--- src/rtl/spi_command_deserializer_if.sv ---
// Register-bank side of the SPI command deserializer: decoded op-code and
// operand bytes flow out to the bank, and the bank's response byte flows back.
interface spi_command_deserializer_if;
    logic [7:0]  op_code_out;
    logic        op_code_valid_out;
    logic [7:0]  operand_out;
    logic        operand_valid_out;
    logic [31:0] operand_count_out;
    logic [7:0]  response_in;
    logic        response_valid_in;

    modport master (
        output op_code_out,
        output op_code_valid_out,
        output operand_out,
        output operand_valid_out,
        output operand_count_out,
        input  response_in,
        input  response_valid_in
    );

    modport slave (
        input  op_code_out,
        input  op_code_valid_out,
        input  operand_out,
        input  operand_valid_out,
        input  operand_count_out,
        output response_in,
        output response_valid_in
    );
endinterface

--- src/rtl/spi_command_deserializer.sv ---
// SPI mode-0 peripheral front-end. The SPI pins are oversampled on clock_in.
// The first byte of each select-low window becomes the op-code. Every later
// byte is an operand, and the register-bank response is shifted out on CIPO.
module spi_command_deserializer #(
    parameter int SYNC_STAGES = 2
) (
    input  logic clock_in,
    input  logic reset_in,
    input  logic spi_clock_in,
    input  logic spi_select_in,
    input  logic spi_data_in,
    output logic spi_data_out,
    output logic spi_data_out_enable,
    spi_command_deserializer_if.master bank
);

    localparam logic [1:0] IDLE    = 2'd0;
    localparam logic [1:0] OP_CODE = 2'd1;
    localparam logic [1:0] OPERAND = 2'd2;

    logic [SYNC_STAGES-1:0] sclk_sync;
    logic [SYNC_STAGES-1:0] select_sync;
    logic [SYNC_STAGES-1:0] data_sync;

    logic       sclk_prev;
    logic       select_prev;
    logic [1:0] state;
    logic [2:0] bit_count;
    logic [7:0] rx_shift;
    logic [7:0] tx_shift;
    logic       byte_done;

    logic       sclk_now;
    logic       select_now;
    logic       sclk_rise;
    logic       sclk_fall;
    logic       select_fall;
    logic       select_rise;
    logic [7:0] rx_next;

    // Pin synchronizers run free, even through reset, so edge history is settled on release
    always_ff @(posedge clock_in) begin
        sclk_sync   <= {sclk_sync[SYNC_STAGES-2:0], spi_clock_in};
        select_sync <= {select_sync[SYNC_STAGES-2:0], spi_select_in};
        data_sync   <= {data_sync[SYNC_STAGES-2:0], spi_data_in};
    end

    assign sclk_now    = sclk_sync[SYNC_STAGES-1];
    assign select_now  = select_sync[SYNC_STAGES-1];
    assign sclk_rise   = sclk_now & ~sclk_prev;
    assign sclk_fall   = ~sclk_now & sclk_prev;
    assign select_fall = ~select_now & select_prev;
    assign select_rise = select_now & ~select_prev;
    assign rx_next     = {rx_shift[6:0], data_sync[SYNC_STAGES-1]};

    assign spi_data_out        = tx_shift[7];
    assign spi_data_out_enable = (state != IDLE);

    // Edge-detector history; clearing select_prev to 0 hides a select already low at release
    always_ff @(posedge clock_in) begin
        if (reset_in) begin
            sclk_prev   <= 1'b0;
            select_prev <= 1'b0;
        end else begin
            sclk_prev   <= sclk_now;
            select_prev <= select_now;
        end
    end

    // Transaction FSM: byte assembly, op-code/operand hand-off and CIPO shifting
    always_ff @(posedge clock_in) begin
        if (reset_in) begin
            state                  <= IDLE;
            bit_count              <= 3'd0;
            rx_shift               <= 8'h00;
            tx_shift               <= 8'h00;
            byte_done              <= 1'b0;
            bank.op_code_out       <= 8'h00;
            bank.op_code_valid_out <= 1'b0;
            bank.operand_out       <= 8'h00;
            bank.operand_valid_out <= 1'b0;
            bank.operand_count_out <= 32'd0;
        end else begin
            case (state)
                IDLE: begin
                    if (select_fall) begin
                        state     <= OP_CODE;
                        bit_count <= 3'd0;
                        byte_done <= 1'b0;
                        tx_shift  <= 8'h00;
                    end
                end
                OP_CODE, OPERAND: begin
                    if (select_rise) begin
                        state                  <= IDLE;
                        bit_count              <= 3'd0;
                        tx_shift               <= 8'h00;
                        byte_done              <= 1'b0;
                        bank.op_code_valid_out <= 1'b0;
                        bank.operand_valid_out <= 1'b0;
                        bank.operand_count_out <= 32'd0;
                    end else begin
                        if (sclk_rise) begin
                            rx_shift               <= rx_next;
                            bit_count              <= bit_count + 3'd1;
                            bank.operand_valid_out <= 1'b0;
                            if (bit_count == 3'd7) begin
                                byte_done <= 1'b1;
                                if (state == OP_CODE) begin
                                    bank.op_code_out       <= rx_next;
                                    bank.op_code_valid_out <= 1'b1;
                                    bank.operand_count_out <= 32'd0;
                                    state                  <= OPERAND;
                                end else begin
                                    bank.operand_out       <= rx_next;
                                    bank.operand_valid_out <= 1'b1;
                                    if (bank.operand_count_out != 32'hFFFF_FFFF) begin
                                        bank.operand_count_out <= bank.operand_count_out + 32'd1;
                                    end
                                end
                            end
                        end
                        if (sclk_fall) begin
                            if (byte_done && state == OPERAND) begin
                                tx_shift  <= bank.response_valid_in ? bank.response_in : 8'h00;
                                byte_done <= 1'b0;
                            end else begin
                                tx_shift <= {tx_shift[6:0], 1'b0};
                            end
                        end
                    end
                end
                default: begin
                    state <= IDLE;
                end
            endcase
        end
    end

endmodule
--- src/flat_wrapper.sv ---
// flat-port wrapper written by rule: the top's interface ports become plain ports
module spi_command_deserializer_flat 
#(
    parameter int SYNC_STAGES = 2
)
  (clock_in, reset_in, spi_clock_in, spi_select_in, spi_data_in, spi_data_out, spi_data_out_enable, bank_op_code_out, bank_op_code_valid_out, bank_operand_out, bank_operand_valid_out, bank_operand_count_out, bank_response_in, bank_response_valid_in);
  spi_command_deserializer_if bank_i ();
  input  logic clock_in;
  input  logic reset_in;
  input  logic spi_clock_in;
  input  logic spi_select_in;
  input  logic spi_data_in;
  output logic spi_data_out;
  output logic spi_data_out_enable;
  output wire logic [$bits(bank_i.op_code_out)-1:0] bank_op_code_out;
  output wire logic [$bits(bank_i.op_code_valid_out)-1:0] bank_op_code_valid_out;
  output wire logic [$bits(bank_i.operand_out)-1:0] bank_operand_out;
  output wire logic [$bits(bank_i.operand_valid_out)-1:0] bank_operand_valid_out;
  output wire logic [$bits(bank_i.operand_count_out)-1:0] bank_operand_count_out;
  input wire logic [$bits(bank_i.response_in)-1:0] bank_response_in;
  input wire logic [$bits(bank_i.response_valid_in)-1:0] bank_response_valid_in;
  assign bank_op_code_out = bank_i.op_code_out;
  assign bank_op_code_valid_out = bank_i.op_code_valid_out;
  assign bank_operand_out = bank_i.operand_out;
  assign bank_operand_valid_out = bank_i.operand_valid_out;
  assign bank_operand_count_out = bank_i.operand_count_out;
  assign bank_i.response_in = bank_response_in;
  assign bank_i.response_valid_in = bank_response_valid_in;
  spi_command_deserializer #(.SYNC_STAGES(SYNC_STAGES)) u_core (.clock_in(clock_in), .reset_in(reset_in), .spi_clock_in(spi_clock_in), .spi_select_in(spi_select_in), .spi_data_in(spi_data_in), .spi_data_out(spi_data_out), .spi_data_out_enable(spi_data_out_enable), .bank(bank_i));
endmodule
--- config.mk ---
export PLATFORM = sky130hd
export DESIGN_NAME = spi_command_deserializer_flat
export DESIGN_NICKNAME = d
export VERILOG_FILES = /design/src/rtl/spi_command_deserializer_if.sv /design/src/rtl/spi_command_deserializer.sv /design/src/flat_wrapper.sv
export SDC_FILE = /design/constraint.sdc
export NUM_CORES = 1
export LEC_CHECK = 0
export ABC_CLOCK_PERIOD_IN_PS = 4400
export BUFFER_PORTS_ARGS = -buffer_cell sky130_fd_sc_hd__buf_2
export CAP_MARGIN = 10
export CORE_MARGIN = 8
export CORE_UTILIZATION = 60
export DETAILED_ROUTE_END_ITERATION = 12
export PLACE_DENSITY = 0.82
export SYNTH_ARGS = -nofsm -noshare
export SYNTH_HDL_FRONTEND = slang
export SYNTH_SLANG_ARGS = --single-unit
--- constraint.sdc ---
create_clock -name clock_in -period 4.4 [get_ports clock_in]
set_input_delay 0 -clock clock_in [delete_from_list [all_inputs] [get_ports clock_in]]
set_output_delay 0 -clock clock_in [all_outputs]
set_load 0.005 [all_outputs]
== Word level (Yosys, flattened, before mapping) ==
Index checks and enable logic that the tools add are counted.

* Memories kept: 0
* Output and inout port bits: 52
* Memory bits (read-only): 0
* Memory bits (writable): 0
* Word-level logic and storage cells: 91
* Latch bits: 0
* Register bits: 79

* Magnitude comparators: 0
* $mul: 0
* Reductions and logical operators: 19
* Divide/modulo/power cells: 0
* Bitwise logic cells: 10
* Equal/unequal tests: 9
* Shift-type cells: 0
* Mux-type cells: 36
* $add $sub $neg: 2

{| class="wikitable"
|+ Operator list
! kind !! number
|-
| $mux W32 || 5
|-
| $mux W8 || 5
|-
| $add A32 B1 Y32 const B || 1
|-
| $ne A32 B32 Y1 const B || 1
|-
| $pmux W8 S2 || 1
|-
| $mux W1 || 14
|-
| $ne A3 B1 Y1 const B || 4
|-
| $reduce_and A4 Y1 || 3
|-
| $mux W2 || 5
|-
| $reduce_and A5 Y1 || 2
|-
| $reduce_bool A2 Y1 || 5
|-
| $mux W3 || 3
|-
| $reduce_and A3 Y1 || 3
|-
| $not A1 Y1 || 6
|-
| $pmux W3 S2 || 1
|-
| $and A1 B1 Y1 || 4
|-
| $pmux W2 S2 || 1
|-
| $reduce_and A2 Y1 || 2
|-
| $add A3 B1 Y3 const B || 1
|-
| $eq A3 B3 Y1 const B || 1
|-
| $reduce_bool A3 Y1 || 1
|-
| $eq A2 B1 Y1 const B || 1
|-
| $eq A2 B2 Y1 const B || 1
|-
| $logic_not A2 Y1 || 1
|-
| other kinds (4) || 4
|}

== Logic depth before layout (Yosys ltp) ==
Gate-level depths: netlist of the first run.

* Depth after elaboration: 7
* Gate-level depth with buffers: 9
* Mapped depth without buffers: 7

== Worst setup path before layout of the first run ==
No wires, ideal clock.

* Path kind: reg-to-reg
* Start point: register u_core.bit_count[0]
* End point: register u_core.bank.operand_count_out[29]
* Setup time: 71 ps
* Arrival: 2102 ps
* Period minus slack after synthesis: 2172 ps
* Slack: 2228 ps
* Cell stages (with the launch flop): 9
* Path buffers: 1
* Path through: dfxtp_1 > ha_1 > ha_1 > nand3b_4 > a2111oi_4 > nand2_4 > buf_6 > or4_1 > a21oi_1

* Longest elaborated chain between the ends: 3

{| class="wikitable"
|+ Ends and longest elaborated chain
! what !! RTL line !! source
|-
| start: declaration || spi_command_deserializer.sv:28 || <nowiki>logic [2:0] bit_count;</nowiki>
|-
| start signal: assignment || spi_command_deserializer.sv:105 || <nowiki>bit_count <= bit_count + 3'd1;</nowiki>
|-
| $eq A3 B3 Y1 || spi_command_deserializer.sv:107 || <nowiki>if (bit_count == 3'd7) begin</nowiki>
|-
| $reduce_bool A2 Y1 (no line) || -- ||
|-
| $reduce_and A4 Y1 (no line) || -- ||
|-
| end signal: assignment || spi_command_deserializer.sv:118 || <nowiki>bank.operand_count_out <= bank.operand_count_out + 32'd1;</nowiki>
|-
| end: declaration || spi_command_deserializer_if.sv:17 || <nowiki>output operand_count_out,</nowiki>
|}

Every way passes these cells.
A chain may end at the register's enable or synchronous reset.

== Worst setup path in the final report of the first run ==
* Start point: register u_core.bank.operand_count_out[17]
* End point: register u_core.bank.operand_count_out[11]

* Longest elaborated chain between the ends: 3

{| class="wikitable"
|+ Ends and longest elaborated chain
! what !! RTL line !! source
|-
| $ne A32 B32 Y1 || spi_command_deserializer.sv:117 || <nowiki>if (bank.operand_count_out != 32'hFFFF_FFFF) begin</nowiki>
|-
| $reduce_bool A3 Y1 (no line) || -- ||
|-
| $reduce_and A4 Y1 (no line) || -- ||
|}

Every way passes these cells.

==> impl_summary.log, run 1 <==
[metrics] boundary pin count: 66
[metrics] type of the setup path with the least slack: flip-flop to flip-flop
[metrics] weighted congestion reported at the end of routability-driven placement: 0.874
[metrics] starting density of the core: 62.1%
[metrics] PostCTS Resize Cnt: 0
[metrics] peak fanout along the critical path: 26
[metrics] first-pass GRT wire length: 14.2 mm
[metrics] detailed-route wire length on metal 1: 3.58 mm
[metrics] all-layer global routing usage: 19.7%
[metrics] xor/xnor share of the synthesized area: 0.710%
[metrics] element type at the critical path start: flip-flop
[metrics] instance count of the mapped netlist: 402
[metrics] fraction of the mapped netlist area in simple logic gates: 25.6%
[metrics] Switching Fraction: 29.3%
[metrics] number of cells on the worst reg-to-reg path: 5
[metrics] share of flip-flops with an asynchronous set or reset: 0%
[metrics] synthesized area per cell: 9.20 sq um
[metrics] Pre-Repair DR Iteration Count: 5
[metrics] Antenna diodes: 0
[metrics] Syn Nets: 425
[metrics] largest family of logic cells by synthesized area: simple AND/OR/NAND/NOR gates
[metrics] number of different library cells in the post-synthesis netlist: 54
[metrics] global-route congestion overflow total: 0
[metrics] fraction of the mapped netlist area in adder cells: 3.04%
[metrics] CTS sink count: 79
[metrics] total routed wirelength: 8.70 mm
[metrics] reg2reg start: u_core.bank.operand_count_out[17]
[metrics] fraction of the yosys area taken by sequential cells: 42.8%
[metrics] most repeated cell in the gate-level netlist after synthesis: dfxtp_1
[metrics] cell area after placement: 0.00399 sq mm
[metrics] cell area after synthesis: 0.00370 sq mm
[metrics] power after layout: 1.57 mW
[metrics] root buffer selected by CTS: clkbuf_8
[metrics] proportion of synthesized area in mux cells: 7.31%
[metrics] buffers added on ports: 65
[metrics] clock group share of total power: 34.7%
[metrics] minimum clock period after layout: 2.55 ns
[metrics] Sw Pwr: 0.459 mW
[metrics] r2r setup slk: 1.85 ns
[metrics] later-pin clock latency in the skew report: 0.35 ns
[metrics] final count of hold timing violations: 0
[metrics] internal power summed over all cells: 1.11 mW
[metrics] overall via count from detail_route: 3283
[metrics] commonest register cell after synthesis: dfxtp_1
[metrics] result of the run: finished, final reports clean
[metrics] number of buffers on the longest clock path: 2
[metrics] Leakage: 1.76 nW
[metrics] sequential share of power: 50.1%
[metrics] num rows: 28
[metrics] placeable core area: 0.00596 sq mm
[metrics] fill cell count: 477
[metrics] per-cell routed wire length: 16.0 um
[metrics] Worst Tran Pin Value: 1.21 ns
[metrics] share of final-layout standard cells stronger than drive strength 1: 20.3%
[metrics] clock transition time at the flip-flop clock pins of the worst setup and hold paths: 0.08 ns
[metrics] fraction of the mapped netlist area in compound gates: 16.2%
[metrics] TritonCTS clock tree: yes
[metrics] cells along the critical path: nand4_1, or2_1, nor4_4, o21ai_0, a21oi_1
[metrics] fin area: 0.00423 sq mm
[metrics] power density over the cells: 371 mW/mm^2
[metrics] Chip Width: 94.5 um
[metrics] Max Transition Viols Final: 0
[metrics] most frequent cells after synthesis: dfxtp_1, nor2_1, a21oi_1
[metrics] aggregate negative setup slack: 0 ns
[metrics] final non-filler cell total: 543
[metrics] yosys synthesis warning count: 0
[metrics] period utilization: 57.9%
[metrics] antenna violations before repair: 0
[metrics] Cell Count Post-Placement: 523
[metrics] largest cells by area after synthesis: dfxtp_1, mux2i_1, nor2_1
[metrics] Worst Path Buf+Inv: 0
[metrics] total clock buffers created by CTS: 9
[metrics] die boundary height: 94.5 um
[metrics] arrival time at the worst endpoint: 2.83 ns
[metrics] worst ir drop on vdd: 0.000334 V
[metrics] cell type group with the largest total delay on the critical path: simple AND/OR/NAND/NOR gates
[metrics] maximum frequency from static timing analysis: 393 MHz
[metrics] initial DRC count: 190
[metrics] library cell occupying the most area in the post-synthesis netlist: dfxtp_1
[metrics] Max-slew headroom: 18.6%
[metrics] Critical Path Sink Type: flip-flop
[metrics] post-detailed-route count of antenna-violating nets: 0
[metrics] final HPWL from detailed placement: 5.99 mm
[metrics] CTS H-Tree Depth: 3
[metrics] routed via count divided by cell count: 6.05
[metrics] largest net degree at the start of global routing: 47
[metrics] Nets: 486
[metrics] number of flops mapped to enable cells by yosys: 0
[metrics] worst min-delay path category: input port to flip-flop
[metrics] flops & latches, synth: 79
[metrics] Post-Route Skew: 0.00639 ns
[metrics] cell count of the worst hold path: 3
[metrics] number of maximum-capacitance violations: 0
[metrics] length of routed met2 wiring: 4.36 mm
[metrics] source of the critical timing path: u_core.bank.operand_count_out[17]
[metrics] reg-to-reg critical path endpoint: u_core.bank.operand_count_out[11]
[metrics] Setup Viol. Count Final: 0
[metrics] Syn-to-layout area delta: 14.3%
[metrics] number of stages on the worst setup path: 5
[metrics] via count of the first global-routing pass: 3090
[metrics] highest cell delay on the worst timing path: 0.96 ns
[metrics] wire length on met3: 665 um
[metrics] final core utilization: 71.0%
[metrics] uppermost metal layer occupied by signal nets: met4
[metrics] Comb power frac: 15.3%
[metrics] Total Die Area: 0.00893 sq mm
[metrics] DR DRC count: 0
[metrics] Yosys top cell area share: 42.8%
[metrics] required arrival time at the worst endpoint: 4.68 ns
[metrics] Crit-path slowest cell: nor4_4
[metrics] crit path to: u_core.bank.operand_count_out[11]
[metrics] setup repair after global routing missed its margin: false
## state kept, by name (all words and copies together) (netlist names)
name / cells
u_core.bank.op_code_out: 8
u_core.bank.op_code_valid_out: 1
u_core.bank.operand_count_out: 32
u_core.bank.operand_out: 8
u_core.bank.operand_valid_out: 1
u_core.bit_count: 3
u_core.byte_done: 1
u_core.data_sync: 2
u_core.rx_shift: 7
u_core.sclk_prev: 1
u_core.sclk_sync: 2
u_core.select_prev: 1
u_core.select_sync: 2
u_core.state: 2
u_core.tx_shift: 8
## cells in the final DEF (no fill, tap or decap), drive strengths merged, types with 2 or more instances in the layout
cell and instances:
clkinv 2, nor2b 6, dlygate4sd3 4, and3 4, nand3b 2, dfxtp 79
or3 13, ha 9, o21ai 15, and4 7, nand2 24, o2111ai 2
o31ai 10, nor3 3, nand3 14, nand2b 4, buf 66, nand4 13
or2 3, inv 9, and2 5, nand4b 3, a21oi 31, a211oi 9
mux2i 27, xnor2 3, clkbuf 10, o211ai 3, or4 11, o41ai 2
nor4 5, nor2 47, a22oi 10
## worst min path at each step
stage	from	end	slack, ns
6_report	bank_response_in[4]	u_core.tx_shift[4]	0.03
4_1_cts	bank_response_in[7]	u_core.tx_shift[7]	0.02
5_1_grt	bank_response_in[5]	u_core.tx_shift[5]	0.03
3_3_place_gp	spi_data_in	u_core.data_sync[0]	0.10
2_1_floorplan	spi_data_in	u_core.data_sync[0]	0.03
3_5_place_dp	spi_clock_in	u_core.sclk_sync[0]	0.10
## worst reg2reg max path: stages (launching register included)
cell and delay [ns]:
dfxtp_1 0.45, nand4_1 0.28, or2_1 0.36, nor4_4 0.96
o21ai_0 0.26, a21oi_1 0.17
## stage by stage
step | setup slack, ns | hold WS (ns)
6_report | 1.85 | 0.0292
5_1_grt | 1.66 | 0.0340
4_1_cts | 1.88 | 0.0167
3_5_place_dp | 1.90 | 0.104
3_3_place_gp | 2.00 | 0.104
2_1_floorplan | 2.23 | 0.0277
## power groups by stage
stage / clock, mW / combinational [mW] / sequential [mW]
after CTS: 0.552 / 0.238 / 0.784
final: 0.543 / 0.239 / 0.784
after global placement: 0 / 0.224 / 0.797
after floorplan: 0 / 0.192 / 0.793
after global routing: 0.580 / 0.269 / 0.790
after detailed placement: 0 / 0.234 / 0.799
## logic make-up after synthesis
group / Yosys count
compound gates: 91
xor+xnor: 3
fa+ha+maj: 9
buf+inv: 27
flops: 79
mux: 27
simple gates: 166
## layout make-up
type / instances / area [sq um] / share of cell area (%)
Clock buffer: 10 / 128 / 3.02
Clock inverter: 6 / 68.8 / 1.63
Inverter: 7 / 26.3 / 0.622
Multi-Input combinational cell: 296 / 1960 / 46.3
Sequential cell: 79 / 1580 / 37.4
Tap cell: 75 / 93.8 / 2.22
Timing Repair Buffer: 70 / 373 / 8.82
## per-layer routing
metal | track usage, % | vias to the layer above
li1 | - | 1624
met1 | 21.6 | 1532
met3 | 7.22 | 10
met2 | 33.8 | 117
met4 | 8.19 | 0
met5 | 0 | -
## what timing repair did
action | CTS | global route
hold endpoints to repair | 4 | 0
hold buffers | 4 | 0
setup endpoints to repair | 0 | 0
setup buffers | 0 | 0
Power figures use the tool's default switching activity.
==> run 2: changes to the inputs <==
--- a/config.mk
+++ b/config.mk
@@ -5,13 +5,13 @@
 export SDC_FILE = /design/constraint.sdc
 export NUM_CORES = 1
 export LEC_CHECK = 0
-export ABC_CLOCK_PERIOD_IN_PS = 4400
+export ABC_CLOCK_PERIOD_IN_PS = 2350
 export BUFFER_PORTS_ARGS = -buffer_cell sky130_fd_sc_hd__buf_2
 export CAP_MARGIN = 10
 export CORE_MARGIN = 8
-export CORE_UTILIZATION = 60
+export CORE_UTILIZATION = 56
 export DETAILED_ROUTE_END_ITERATION = 12
-export PLACE_DENSITY = 0.82
+export PLACE_DENSITY = 0.77
 export SYNTH_ARGS = -nofsm -noshare
 export SYNTH_HDL_FRONTEND = slang
 export SYNTH_SLANG_ARGS = --single-unit
==> constraint.sdc (replaced) <==
create_clock -name clock_in -period 2.35 [get_ports clock_in]
set_input_delay 0 -clock clock_in [delete_from_list [all_inputs] [get_ports clock_in]]
set_output_delay 0 -clock clock_in [all_outputs]
set_load 0.005 [all_outputs]
==> run 2 against run 1 <==
Fmax grew 15%. Combinational power grew 100%. Register-to-register slack lost 1.7 ns. Sequential cell count is the same. Count of clock-buffer cells in the layout is the same. Clock skew grew 0.0028 ns. Final area grew 3.9%. Hold slack gained 0.0030 ns. Worst setup slack lost 1.7 ns. Critical path type unchanged.
==> impl_summary.log, run 2 (same netlist as run 1, synthesis figures left out) <==
[metrics] share of final-layout standard cells stronger than drive strength 1: 24.0% (+3.7 points)
[metrics] min-delay src: bank_response_in[4]
[metrics] leading cell type in the layout, fill and taps excluded: dfxtp_1
[metrics] Max-slew headroom: 55.8% (+37 points)
[metrics] placeable core area: 0.00639 sq mm (+7.2%)
[metrics] Cell Count Post-Placement: 545 (+4.2%)
[metrics] Chip Width: 97.3 um (+2.9%)
[metrics] overall via count from detail_route: 3325 (+1.3%)
[metrics] type of the setup path with the least slack: flip-flop to flip-flop
[metrics] Syn-to-layout area delta: 18.7%
[metrics] Pre-Repair DR Iteration Count: 4 (-1)
[metrics] TritonCTS clock tree: yes
[metrics] first-pass GRT wire length: 14.9 mm (+4.5%)
[metrics] largest net degree at the start of global routing: 43 (-8.5%)
[metrics] aggregate negative setup slack: 0 ns (unchanged)
[metrics] Global Route met2 Usage: 30.2% (-3.6 points)
[metrics] Worst Tran Pin Value: 0.662 ns (-0.547 ns)
[metrics] maximum frequency from static timing analysis: 452 MHz (+15%)
[metrics] Post-Route Skew: 0.00920 ns (+0.00281 ns)
[metrics] via count of the first global-routing pass: 3237 (+4.8%)
[metrics] layer carrying the most global-route usage: met2
[metrics] fin area: 0.00439 sq mm (+3.9%)
[metrics] global-route congestion overflow total: 0 (unchanged)
[metrics] Crit-path slowest cell: or4_1
[metrics] worst hold-check slack: 0.0321 ns (+0.00299 ns)
[metrics] CTS H-Tree Depth: 3 (unchanged)
[metrics] r2r setup slk: 0.14 ns (-1.72 ns)
[metrics] peak fanout along the critical path: 14 (-46%)
[metrics] routed via count divided by cell count: 5.88 (-2.7%)
[metrics] element type at the critical path start: flip-flop
[metrics] cell count of the worst hold path: 3 (unchanged)
[metrics] final HPWL from detailed placement: 6.27 mm (+4.7%)
[metrics] period utilization: 94.1% (+36 points)
[metrics] most common cell type on the critical path: inv_1
[metrics] clock transition time at the flip-flop clock pins of the worst setup and hold paths: 0.08 ns (about the same)
[metrics] required arrival time at the worst endpoint: 2.64 ns (-2.04 ns)
[metrics] final count of hold timing violations: 0 (unchanged)
[metrics] DR DRC count: 0 (unchanged)
[metrics] Worst Hold Path EP: u_core.tx_shift[4]
[metrics] setup repair after global routing missed its margin: true
[metrics] buffers added on ports: 65 (unchanged)
[metrics] number of cells on the worst reg-to-reg path: 7 (+2)
[metrics] Antenna diodes: 0 (unchanged)
[metrics] weighted congestion reported at the end of routability-driven placement: 0.928 (+6.2%)
[metrics] Nets: 507 (+4.3%)
[metrics] power after layout: 2.92 mW (+86%)
[metrics] commonest non-fill, non-tap cells in the layout: dfxtp_1, buf_2, nor2_1
[metrics] Largest Register: u_core.bank.operand_count_out
[metrics] initial DRC count: 136 (-28%)
[metrics] minimum setup slack in the final design: 0.138 ns (-1.72 ns)
[metrics] result of the run: finished, final reports clean
[metrics] final non-filler cell total: 565 (+4.1%)
[metrics] Critical Path Sink Type: flip-flop
[metrics] minimum clock period after layout: 2.21 ns (-0.335 ns)
[metrics] number of buffers on the longest clock path: 2 (unchanged)
[metrics] die boundary height: 97.3 um (+2.9%)
[metrics] all-layer global routing usage: 18.5% (-1.2 points)
[metrics] starting density of the core: 57.9% (-4.2 points)
[metrics] Leakage: 1.86 nW (+5.4%)
[metrics] dpl ws: 0.126 ns (-1.78 ns)
[metrics] cells along the critical path: inv_1, ha_2, inv_1, a2111oi_4, nand2_4, or4_1, a21oi_1
[metrics] reg2reg start: u_core.state[0]
[metrics] root buffer selected by CTS: clkbuf_8
[metrics] total routed wirelength: 8.79 mm (+1.0%)
[metrics] later-pin clock latency in the skew report: 0.35 ns (about the same)
[metrics] num rows: 29 (+3.6%)
[metrics] CTS sink count: 79 (unchanged)
[metrics] worst ir drop on vdd: 0.000475 V (+42%)
[metrics] grt met3 use: 4.69% (-2.5 points)
[metrics] per-cell routed wire length: 15.6 um (-2.9%)
[metrics] cell area after placement: 0.00415 sq mm (+4.0%)
[metrics] reg-to-reg critical path endpoint: u_core.bank.operand_count_out[19]
[metrics] setup repair bufs after CTS: 0 (unchanged)
[metrics] boundary pin count: 66 (unchanged)
[metrics] Total Die Area: 0.00946 sq mm (+5.9%)
[metrics] Setup Viol. Count Final: 0 (unchanged)
[metrics] final core utilization: 68.8% (-2.2 points)
[metrics] post-detailed-route count of antenna-violating nets: 0 (unchanged)
[metrics] met1 Track Usage GR: 21.5% (-0.12 points)
[metrics] arrival time at the worst endpoint: 2.50 ns (-0.33 ns)
[metrics] highest cell delay on the worst timing path: 0.54 ns (-0.42 ns)
[metrics] number of maximum-capacitance violations: 0 (unchanged)
[metrics] total clock buffers created by CTS: 9 (unchanged)
[metrics] Worst Path Buf+Inv: 2 (+2)
[metrics] max reg flops: 32 (unchanged)
[metrics] worst min-delay path category: input port to flip-flop
[metrics] cell type group with the largest total delay on the critical path: simple AND/OR/NAND/NOR gates
[metrics] antenna violations before repair: 0 (unchanged)
[metrics] Max Transition Viols Final: 0 (unchanged)
[metrics] power density over the cells: 665 mW/mm^2 (+79%)
-- run 2: final cells by class --
class                   instances  area [sq um]
well taps                      77          96.3
flip-flops and latches         79          1580
inverters                       7          26.3
repair buffers                 91           533
fillers                       522          1990
clock inverters                 5          58.8
multi-input cells             296          1970
clock buffers                  10           128
-- run 2: how the worst max path moves through the flow --
stage,endpoint,slack (ns),depth (start not counted),start
4_1_cts,u_core.bank.operand_count_out[19],0.10,7,u_core.state[0]
2_1_floorplan,u_core.bank.operand_count_out[29],0.18,8,u_core.bit_count[0]
6_report,u_core.bank.operand_count_out[19],0.14,7,u_core.state[0]
3_3_place_gp,u_core.bank.operand_count_out[19],0.22,7,u_core.state[0]
3_5_place_dp,u_core.bank.operand_count_out[19],0.13,7,u_core.state[0]
5_1_grt,u_core.bank.operand_count_out[19],-0.003,7,u_core.state[1]
-- run 2: repair_timing --
item / 4_1_cts / 5_1_grt
endpoints found under the hold margin: 6 / 0
resized for setup: 0 / 2
setup endpoints to repair: 0 / 27
hold buffers: 5 / 0
-- run 2: per-layer routing --
layer,up-vias,wire length [um],part of all wire (%)
li1,1664,-,-
met1,1569,3940,45
met2,75,4250,48
met3,17,380,4.3
met4,0,218,2.5
met5,-,0,0
-- run 2: worst min-delay path, delay by kind of cell --
family,cells,cell delay (ns)
buffers and inverters,1,0.10
AO/OA/AOI/OAI,2,0.23
-- run 2: where the power goes --
| part | switching (mW) | internal (mW) |
|---|---|---|
| registers | 0.0525 | 1.41 |
| logic | 0.286 | 0.193 |
| clock network | 0.490 | 0.487 |
